`src/rtl/laser_scan_sched.sv`:
```
`default_nettype none
// ============================================================================
// Module  : laser_scan_sched
// Brief   : Raster-scan sequencer for the two-laser coverage search. Finds C1,
//           then C2 with C1 fixed, then alternately refines C1/C2 until the
//           union count stops improving.
// Revision: 1.0 - initial release
// ============================================================================
module laser_scan_sched #(
   parameter int GRID_MAX = 15,
   parameter int CNT_W    = 6,
   parameter int MAX_ITER = 4
) (
   input  logic             CLK,
   input  logic             RST,
   input  logic             start,
   output logic             cand_valid,
   input  logic             cand_ready,
   output logic [3:0]       cand_x,
   output logic [3:0]       cand_y,
   output logic             fix_en,
   output logic [3:0]       fix_x,
   output logic [3:0]       fix_y,
   input  logic             res_valid,
   input  logic [CNT_W-1:0] res_cnt,
   output logic             busy,
   output logic [3:0]       C1X,
   output logic [3:0]       C1Y,
   output logic [3:0]       C2X,
   output logic [3:0]       C2Y,
   output logic             DONE
);

   localparam int              c_IW        = (MAX_ITER < 1) ? 1 : $clog2(MAX_ITER + 1);
   localparam logic [3:0]      c_GMAX      = 4'(GRID_MAX);
   localparam logic [c_IW-1:0] c_ITER_LAST = c_IW'(MAX_ITER);

   localparam logic [2:0] c_ST_IDLE = 3'd0;
   localparam logic [2:0] c_ST_S1   = 3'd1;
   localparam logic [2:0] c_ST_S2   = 3'd2;
   localparam logic [2:0] c_ST_R1   = 3'd3;
   localparam logic [2:0] c_ST_R2   = 3'd4;
   localparam logic [2:0] c_ST_CHK  = 3'd5;
   localparam logic [2:0] c_ST_OUT  = 3'd6;

   logic [2:0]       r_state;
   logic             r_wait;
   logic [3:0]       r_x;
   logic [3:0]       r_y;
   logic [CNT_W-1:0] r_best_cnt;
   logic [3:0]       r_best_x;
   logic [3:0]       r_best_y;
   logic [3:0]       r_c1x;
   logic [3:0]       r_c1y;
   logic [3:0]       r_c2x;
   logic [3:0]       r_c2y;
   logic [CNT_W-1:0] r_total;
   logic [3:0]       r_t1x;
   logic [3:0]       r_t1y;
   logic [3:0]       r_t2x;
   logic [3:0]       r_t2y;
   logic [CNT_W-1:0] r_t2cnt;
   logic [c_IW-1:0]  r_iter;
   logic [3:0]       r_out_c1x;
   logic [3:0]       r_out_c1y;
   logic [3:0]       r_out_c2x;
   logic [3:0]       r_out_c2y;

   logic             w_scan;
   logic             w_first;
   logic             w_take;
   logic             w_last;
   logic [3:0]       w_bx;
   logic [3:0]       w_by;
   logic [CNT_W-1:0] w_bcnt;
   logic [c_IW-1:0]  w_iter_nx;

   // Best-so-far including the result arriving this cycle; (0,0) always seeds.
   always_comb begin
      w_scan    = (r_state == c_ST_S1) || (r_state == c_ST_S2) ||
                  (r_state == c_ST_R1) || (r_state == c_ST_R2);
      w_first   = (r_x == 4'd0) && (r_y == 4'd0);
      w_take    = w_first || (res_cnt > r_best_cnt);
      w_last    = (r_x == c_GMAX) && (r_y == c_GMAX);
      w_bx      = w_take ? r_x     : r_best_x;
      w_by      = w_take ? r_y     : r_best_y;
      w_bcnt    = w_take ? res_cnt : r_best_cnt;
      w_iter_nx = r_iter + c_IW'(1);
   end

   always_comb begin
      fix_en = 1'b0;
      fix_x  = 4'd0;
      fix_y  = 4'd0;
      case (r_state)
         c_ST_S2: begin
            fix_en = 1'b1;
            fix_x  = r_c1x;
            fix_y  = r_c1y;
         end
         c_ST_R1: begin
            fix_en = 1'b1;
            fix_x  = r_c2x;
            fix_y  = r_c2y;
         end
         c_ST_R2: begin
            fix_en = 1'b1;
            fix_x  = r_t1x;
            fix_y  = r_t1y;
         end
         default: begin
            fix_en = 1'b0;
         end
      endcase
   end

   assign cand_valid = w_scan && !r_wait;
   assign cand_x     = r_x;
   assign cand_y     = r_y;
   assign busy       = (r_state != c_ST_IDLE) && (r_state != c_ST_OUT);
   assign DONE       = (r_state == c_ST_OUT);
   assign C1X        = r_out_c1x;
   assign C1Y        = r_out_c1y;
   assign C2X        = r_out_c2x;
   assign C2Y        = r_out_c2y;

   always_ff @(posedge CLK or posedge RST) begin
      if (RST) begin
         r_state    <= c_ST_IDLE;
         r_wait     <= 1'b0;
         r_x        <= 4'd0;
         r_y        <= 4'd0;
         r_best_cnt <= '0;
         r_best_x   <= 4'd0;
         r_best_y   <= 4'd0;
         r_c1x      <= 4'd0;
         r_c1y      <= 4'd0;
         r_c2x      <= 4'd0;
         r_c2y      <= 4'd0;
         r_total    <= '0;
         r_t1x      <= 4'd0;
         r_t1y      <= 4'd0;
         r_t2x      <= 4'd0;
         r_t2y      <= 4'd0;
         r_t2cnt    <= '0;
         r_iter     <= '0;
         r_out_c1x  <= 4'd0;
         r_out_c1y  <= 4'd0;
         r_out_c2x  <= 4'd0;
         r_out_c2y  <= 4'd0;
      end else begin
         case (r_state)
            c_ST_IDLE: begin
               if (start) begin
                  r_state   <= c_ST_S1;
                  r_wait    <= 1'b0;
                  r_x       <= 4'd0;
                  r_y       <= 4'd0;
                  r_iter    <= '0;
                  r_total   <= '0;
                  r_out_c1x <= 4'd0;
                  r_out_c1y <= 4'd0;
                  r_out_c2x <= 4'd0;
                  r_out_c2y <= 4'd0;
               end
            end
            c_ST_S1, c_ST_S2, c_ST_R1, c_ST_R2: begin
               if (!r_wait) begin
                  if (cand_ready) begin
                     r_wait <= 1'b1;
                  end
               end else if (res_valid) begin
                  r_wait     <= 1'b0;
                  r_best_cnt <= w_bcnt;
                  r_best_x   <= w_bx;
                  r_best_y   <= w_by;
                  if (w_last) begin
                     r_x <= 4'd0;
                     r_y <= 4'd0;
                     case (r_state)
                        c_ST_S1: begin
                           r_c1x   <= w_bx;
                           r_c1y   <= w_by;
                           r_state <= c_ST_S2;
                        end
                        c_ST_S2: begin
                           r_c2x   <= w_bx;
                           r_c2y   <= w_by;
                           r_total <= w_bcnt;
                           r_state <= c_ST_R1;
                        end
                        c_ST_R1: begin
                           r_t1x   <= w_bx;
                           r_t1y   <= w_by;
                           r_state <= c_ST_R2;
                        end
                        c_ST_R2: begin
                           r_t2x   <= w_bx;
                           r_t2y   <= w_by;
                           r_t2cnt <= w_bcnt;
                           r_state <= c_ST_CHK;
                        end
                        default: begin
                           r_state <= c_ST_IDLE;
                        end
                     endcase
                  end else if (r_x == c_GMAX) begin
                     r_x <= 4'd0;
                     r_y <= r_y + 4'd1;
                  end else begin
                     r_x <= r_x + 4'd1;
                  end
               end
            end
            c_ST_CHK: begin
               // Only a strict improvement of the union commits the refined pair.
               if (r_t2cnt > r_total) begin
                  r_c1x   <= r_t1x;
                  r_c1y   <= r_t1y;
                  r_c2x   <= r_t2x;
                  r_c2y   <= r_t2y;
                  r_total <= r_t2cnt;
                  r_iter  <= w_iter_nx;
                  if (w_iter_nx == c_ITER_LAST) begin
                     r_state   <= c_ST_OUT;
                     r_out_c1x <= r_t1x;
                     r_out_c1y <= r_t1y;
                     r_out_c2x <= r_t2x;
                     r_out_c2y <= r_t2y;
                  end else begin
                     r_state <= c_ST_R1;
                  end
               end else begin
                  r_state   <= c_ST_OUT;
                  r_out_c1x <= r_c1x;
                  r_out_c1y <= r_c1y;
                  r_out_c2x <= r_c2x;
                  r_out_c2y <= r_c2y;
               end
            end
            c_ST_OUT: begin
               r_state <= c_ST_IDLE;
            end
            default: begin
               r_state <= c_ST_IDLE;
            end
         endcase
      end
   end

endmodule
`default_nettype wire

```
`config.mk`:
```
export PLATFORM = sky130hd
export DESIGN_NAME = laser_scan_sched
export DESIGN_NICKNAME = d
export VERILOG_FILES = /design/src/rtl/laser_scan_sched.sv
export SDC_FILE = /design/constraint.sdc
export NUM_CORES = 1
export LEC_CHECK = 0
export ABC_AREA = 1
export CORE_UTILIZATION = 40
export CTS_BUF_LIST = sky130_fd_sc_hd__clkbuf_8
export DETAILED_ROUTE_END_ITERATION = 7
export GPL_TIMING_DRIVEN = 0
export PLACE_DENSITY_LB_ADDON = 0.25
export SYNTH_ARGS = -nofsm -noshare
export SYNTH_HDL_FRONTEND = slang
export SYNTH_SLANG_ARGS = --single-unit
export TNS_END_PERCENT = 10
```
`constraint.sdc`:
```
create_clock -name CLK -period 3.3 [get_ports CLK]
set_input_delay 0.825 -clock CLK [delete_from_list [all_inputs] [get_ports CLK]]
set_output_delay 0.825 -clock CLK [all_outputs]
set_load 0.01 [all_outputs]
```
# Yosys cells after proc, flatten, opt, wreduce, memory -nomap -nowiden
# Cells that the tools add are included.
# word_totals
reg_bits	89
# op_classes
eq_ne	19
n_reduce_logical	31
order_cmp	2
add_sub_neg	3
muxes	76
# ops
cell	n
two-way mux 4 bit	39
case mux 4 bit (2 select lines)	10
two-way mux 6 bit	7
two-way mux 3 bit	8
case mux 4 bit (3 select lines)	2
case mux 6 bit (3 select lines)	1
AND reduction 5 bit	3
!= test 2 bit (second input constant)	7
equality test 3 bit (second input constant)	4
> comparator 6 bit	2
case mux 3 bit (4 select lines)	1
AND reduction 6 bit	2
!= test 3 bit (second input constant)	3
case mux 3 bit (3 select lines)	1
AND reduction 3 bit	3
adder 4 x 1 -> 4 bit (second input constant)	2
equality test 4 bit (second input constant)	2
zero test 4 bit	2
AND reduction 4 bit	2
AND reduction 7 bit	1
equality test 3 x 2 -> 1 bit (second input constant)	2
case mux 3 bit (2 select lines)	1
nonzero test 2 bit	3
nonzero test 3 bit	2
other kinds (11)	21

# Logic depth before layout (Yosys ltp)
# depth
word_depth	9
ltp_mapped	14
mapped_depth_nobuf	13

# Worst setup path after synthesis
# No wires, ideal clock.
# synth_timing
path_type	reg2out
startpoint	register r_state[0]
endpoint	output port cand_valid
arrival_ns	1.360
n_path_buf	1
path_stages_with_launch	7
required_time_ns	2.475
path_slack_ns	1.115
cell_sequence	dfrtp_1 -> nor2_2 -> nand2_4 -> nand2_4 -> clkbuf_1 -> inv_1 -> nor2_1
# synth_between
elab_chain_len	5
# synth_lines
element	line	source
start: declaration	46	logic [2:0] r_state;
start signal: assignment	129	r_state <= c_ST_IDLE;
start signal: assignment	155	r_state <= c_ST_S1;
start signal: assignment	184	r_state <= c_ST_S2;
equality test 3 x 1 -> 1 bit / equality test 3 x 2 -> 1 bit (equally long branches)	80	w_scan = (r_state == c_ST_S1) || (r_state == c_ST_S2) ||
logical OR 1 bit (2 in series)	80	
logical OR 1 bit *	81	(r_state == c_ST_R1) || (r_state == c_ST_R2);
logical AND 1 bit *	117	assign cand_valid = w_scan && !r_wait;
end: declaration	17	output logic cand_valid,
# Mark *: on every way between the ends. The rest lies on a longest branch, timed or not.

# Worst setup path in the final report
# layout_timing
startpoint	register r_state[2]
endpoint	output port fix_x[0]
# layout_between
elab_chain_len	2
# layout_lines
element	line	source
equality test 3 bit / equality test 3 x 2 -> 1 bit (equally long branches)	95	case (r_state)
case mux 4 bit (3 select lines) *	95	
end: declaration	22	output logic [3:0] fix_x,
# Marked as above.

==> flow_summary.yaml <==
power:
  internal-power_mw: 2.79
  powerDensity_nw_per_um2: 878
  max-vdd-ir-drop_mv: 0.343
  leakagePower_nw: 3.08
  power_frac_seq: 0.310
  p_sw_frac: 0.473
  switchingPower_mw: 2.51
  clockPowerShare: 0.139
  comb_power_share: 0.550
floorplan:
  core_area_sq_um: 12600
  die_x_um: 115
  std_cell_rows: 41
  dieArea_sq_um: 13300
  initial_core_util: 0.409
  num_io_pins: 47
  die_h_um: 115
timing:
  hold_slack_ps: 475
  tightest_slew_ps: 561
  clock_skew_ps: 11.4
  fmax_ghz: 0.324
  final_max_slew_viol_count: 0
  finalCritPeriodShare: 0.935
  period_minus_slack_ps: 3080
  hold_violations: 0
  slew_headroom: 0.626
  setup_viol: 0
  rsz0062_at_grt: "no"
logic_synthesis:
  ys_seq_elements: 89
  synth_edf_count: 0
  syn_area_sq_um: 5140
  yosys.area_share.adder: 0.0438
  syn_inst: 679
  synth_top_family_by_area: "simple AND/OR/NAND/NOR gates"
  synth_warnings: 0
  synth_nets: 708
  synth_compound_area_frac: 0.121
  yosysSeqAreaShare: 0.433
  synth_area_per_cell_sq_um: 7.58
  yosys.area_share.simple: 0.290
  ys.flop_type: "dfrtp_1"
  muxShareOfSynthArea: 0
  ys_types: 30
  async_flop_share: 1.00
  synth_xor_area_frac: 0.00170
grt:
  grtUsageTotal: 0.207
  grt_pass1_wl_um: 21500
  antenna_found_initial: 0
  grt_max_degree: 58
  overflow: 0
  grt_pass1_vias: 4309
cells_and_area:
  area_growth_pct: 17.3
  multi_input_area_sq_um: 2350
  stdcell_count: 913
  mostFrequentLayoutCell: "nand2_1"
  drive_gt1_frac: 0.0972
  num-fill-cells: 1272
  top_regs: "r_best_cnt (6), r_t2cnt (6), r_total (6)"
  seqCellArea_sq_um: 2230
  nNetsFinal: 765
  final_cell_mix: "165 x nand2_1, 107 x inv_1, 89 x dfrtp_1"
  diodes: 0
worst_setup_path:
  r2r_slack_ps: 1130
  reg2reg_from: "r_best_cnt[4]"
  cp.required_ps: 2470
  path_max_fanout: 10
  r2r_end: "r_c2y[1]"
  cp_data_arrival_time_ps: 2260
  endpoint_kind: "primary output"
  path_class: "register to primary output"
  cp-start-kind: "register"
  ff2ff_path_depth: 11
placement:
  place_congestion: 0.842
  dp_hpwl_um: 9550
  portBuffers: 46
  placed_cells_incl_taps: 898
route:
  ant_nets: 0
  route.vias.total: 4471
  drt-total-wl_um: 12300
  via_per_inst: 4.90
  wl_per_cell_um: 13.5
  drt_iter0_drc: 246
  drt_pass1_iterations: 7
  post-route-drc-count: 0
outcome:
  status: "complete, no violations"
worst_hold_path:
  min_path_cells: 2
  hold_path.class: "register to register"
  whs_endpoint: "C2Y[1]"
  holdCritStartpoint: "C2Y[1]"
clock_tree:
  clkTransAtPathRegs_ps: 90
  cts_buffer_depth: 2
  cts_buffers: 9
  clock-sinks: 89
  root_buffer: "clkbuf_8"
  worstSkewPairLatency_ps: 380
  htreeDepth: 3
  cts_tree: "done"
run:
  drv_cap: 0
power groups by stage:
stage               sequential (mW)  combinational (mW)  clock (mW)
floorplan                      1.65                1.97           0
global placement               1.65                2.85           0
detailed placement             1.66                2.91           0
CTS                            1.64                2.92       0.761
global route                   1.70                3.30       0.797
finish                         1.64                2.91       0.738
synth_stat cells (4+ instances only):
| library cell | n | area [sq um] |
|---|---|---|
| nand2_1 | 165 | 619 |
| o221ai_1 | 8 | 70.1 |
| nand3_1 | 71 | 355 |
| ha_1 | 18 | 225 |
| nor3_1 | 4 | 20.0 |
| buf_2 | 8 | 40.0 |
| dfrtp_1 | 89 | 2230 |
| inv_2 | 6 | 22.5 |
| nor2_1 | 51 | 191 |
| a21oi_1 | 34 | 170 |
| o21ai_1 | 24 | 120 |
| buf_6 | 4 | 45.0 |
| o21ai_0 | 43 | 215 |
| nand2_4 | 10 | 113 |
| inv_1 | 108 | 405 |
| clkbuf_1 | 9 | 33.8 |
through the flow:
stage,worst slack [ps],cell area (sq um),power [mW],TNS [ps],util
after CTS,202,6040,5.32,0,0.480
after floorplan,168,5140,3.62,0,-
after detailed placement,257,5850,4.58,0,0.465
final,215,6040,5.30,0,0.480
after global routing,77.5,6040,5.79,0,0.480
after global placement,-1320,5820,4.50,-117430,0.463
cells by family after synthesis:
logic type	after synthesis
buf+inv	138
simple gates	320
compound gates	113
fa+ha+maj	18
flops	89
xor+xnor	1
layout make-up:
cell class / instances / area share
tap: 172 / 0.0357
inverter: 115 / 0.0723
sequential: 89 / 0.369
timing repair buffer: 47 / 0.0808
multi-input combinational: 452 / 0.389
clock inverter: 5 / 0.00643
clock buffer: 11 / 0.0251
buffer: 22 / 0.0216
how the worst max path moves through the flow:
stage / start / end / slack (ps) / cells past startpoint
2_1_floorplan: RST / C1X[0] / 170 / 1
3_3_place_gp: RST / r_best_y[1] / -1320 / 2
3_5_place_dp: res_cnt[5] / r_c2y[1] / 260 / 11
4_1_cts: r_state[2] / fix_en / 200 / 6
5_1_grt: r_state[2] / fix_x[3] / 80 / 6
6_report: r_state[2] / fix_x[0] / 220 / 6
worst max-delay path, stage by stage (launching register included):
cell             delay [ps]
dfrtp_1                 380
buf_4                   170
nor2_1                  120
nand2_1                 100
clkbuf_1                260
o221ai_1                270
clkdlybuf4s50_1         590
per-layer routing:
metal / track usage / wire length (um) / vias up / part of all wire
met5: 0 / 0 / - / 0
met4: 0.0874 / 269 / 0 / 0.022
met3: 0.0295 / 502 / 19 / 0.041
met2: 0.327 / 5600 / 103 / 0.45
met1: 0.286 / 5970 / 2075 / 0.48
li1: - / - / 2274 / -
repair_timing:
item                                    in CTS  in global routing
endpoints found under the hold margin        0                  0
hold buffers                                 0                  0
endpoints found under the setup margin       1                  0
buffers inserted                             0                  0
resized for setup                            0                  0
Power figures use the tool's default switching activity.
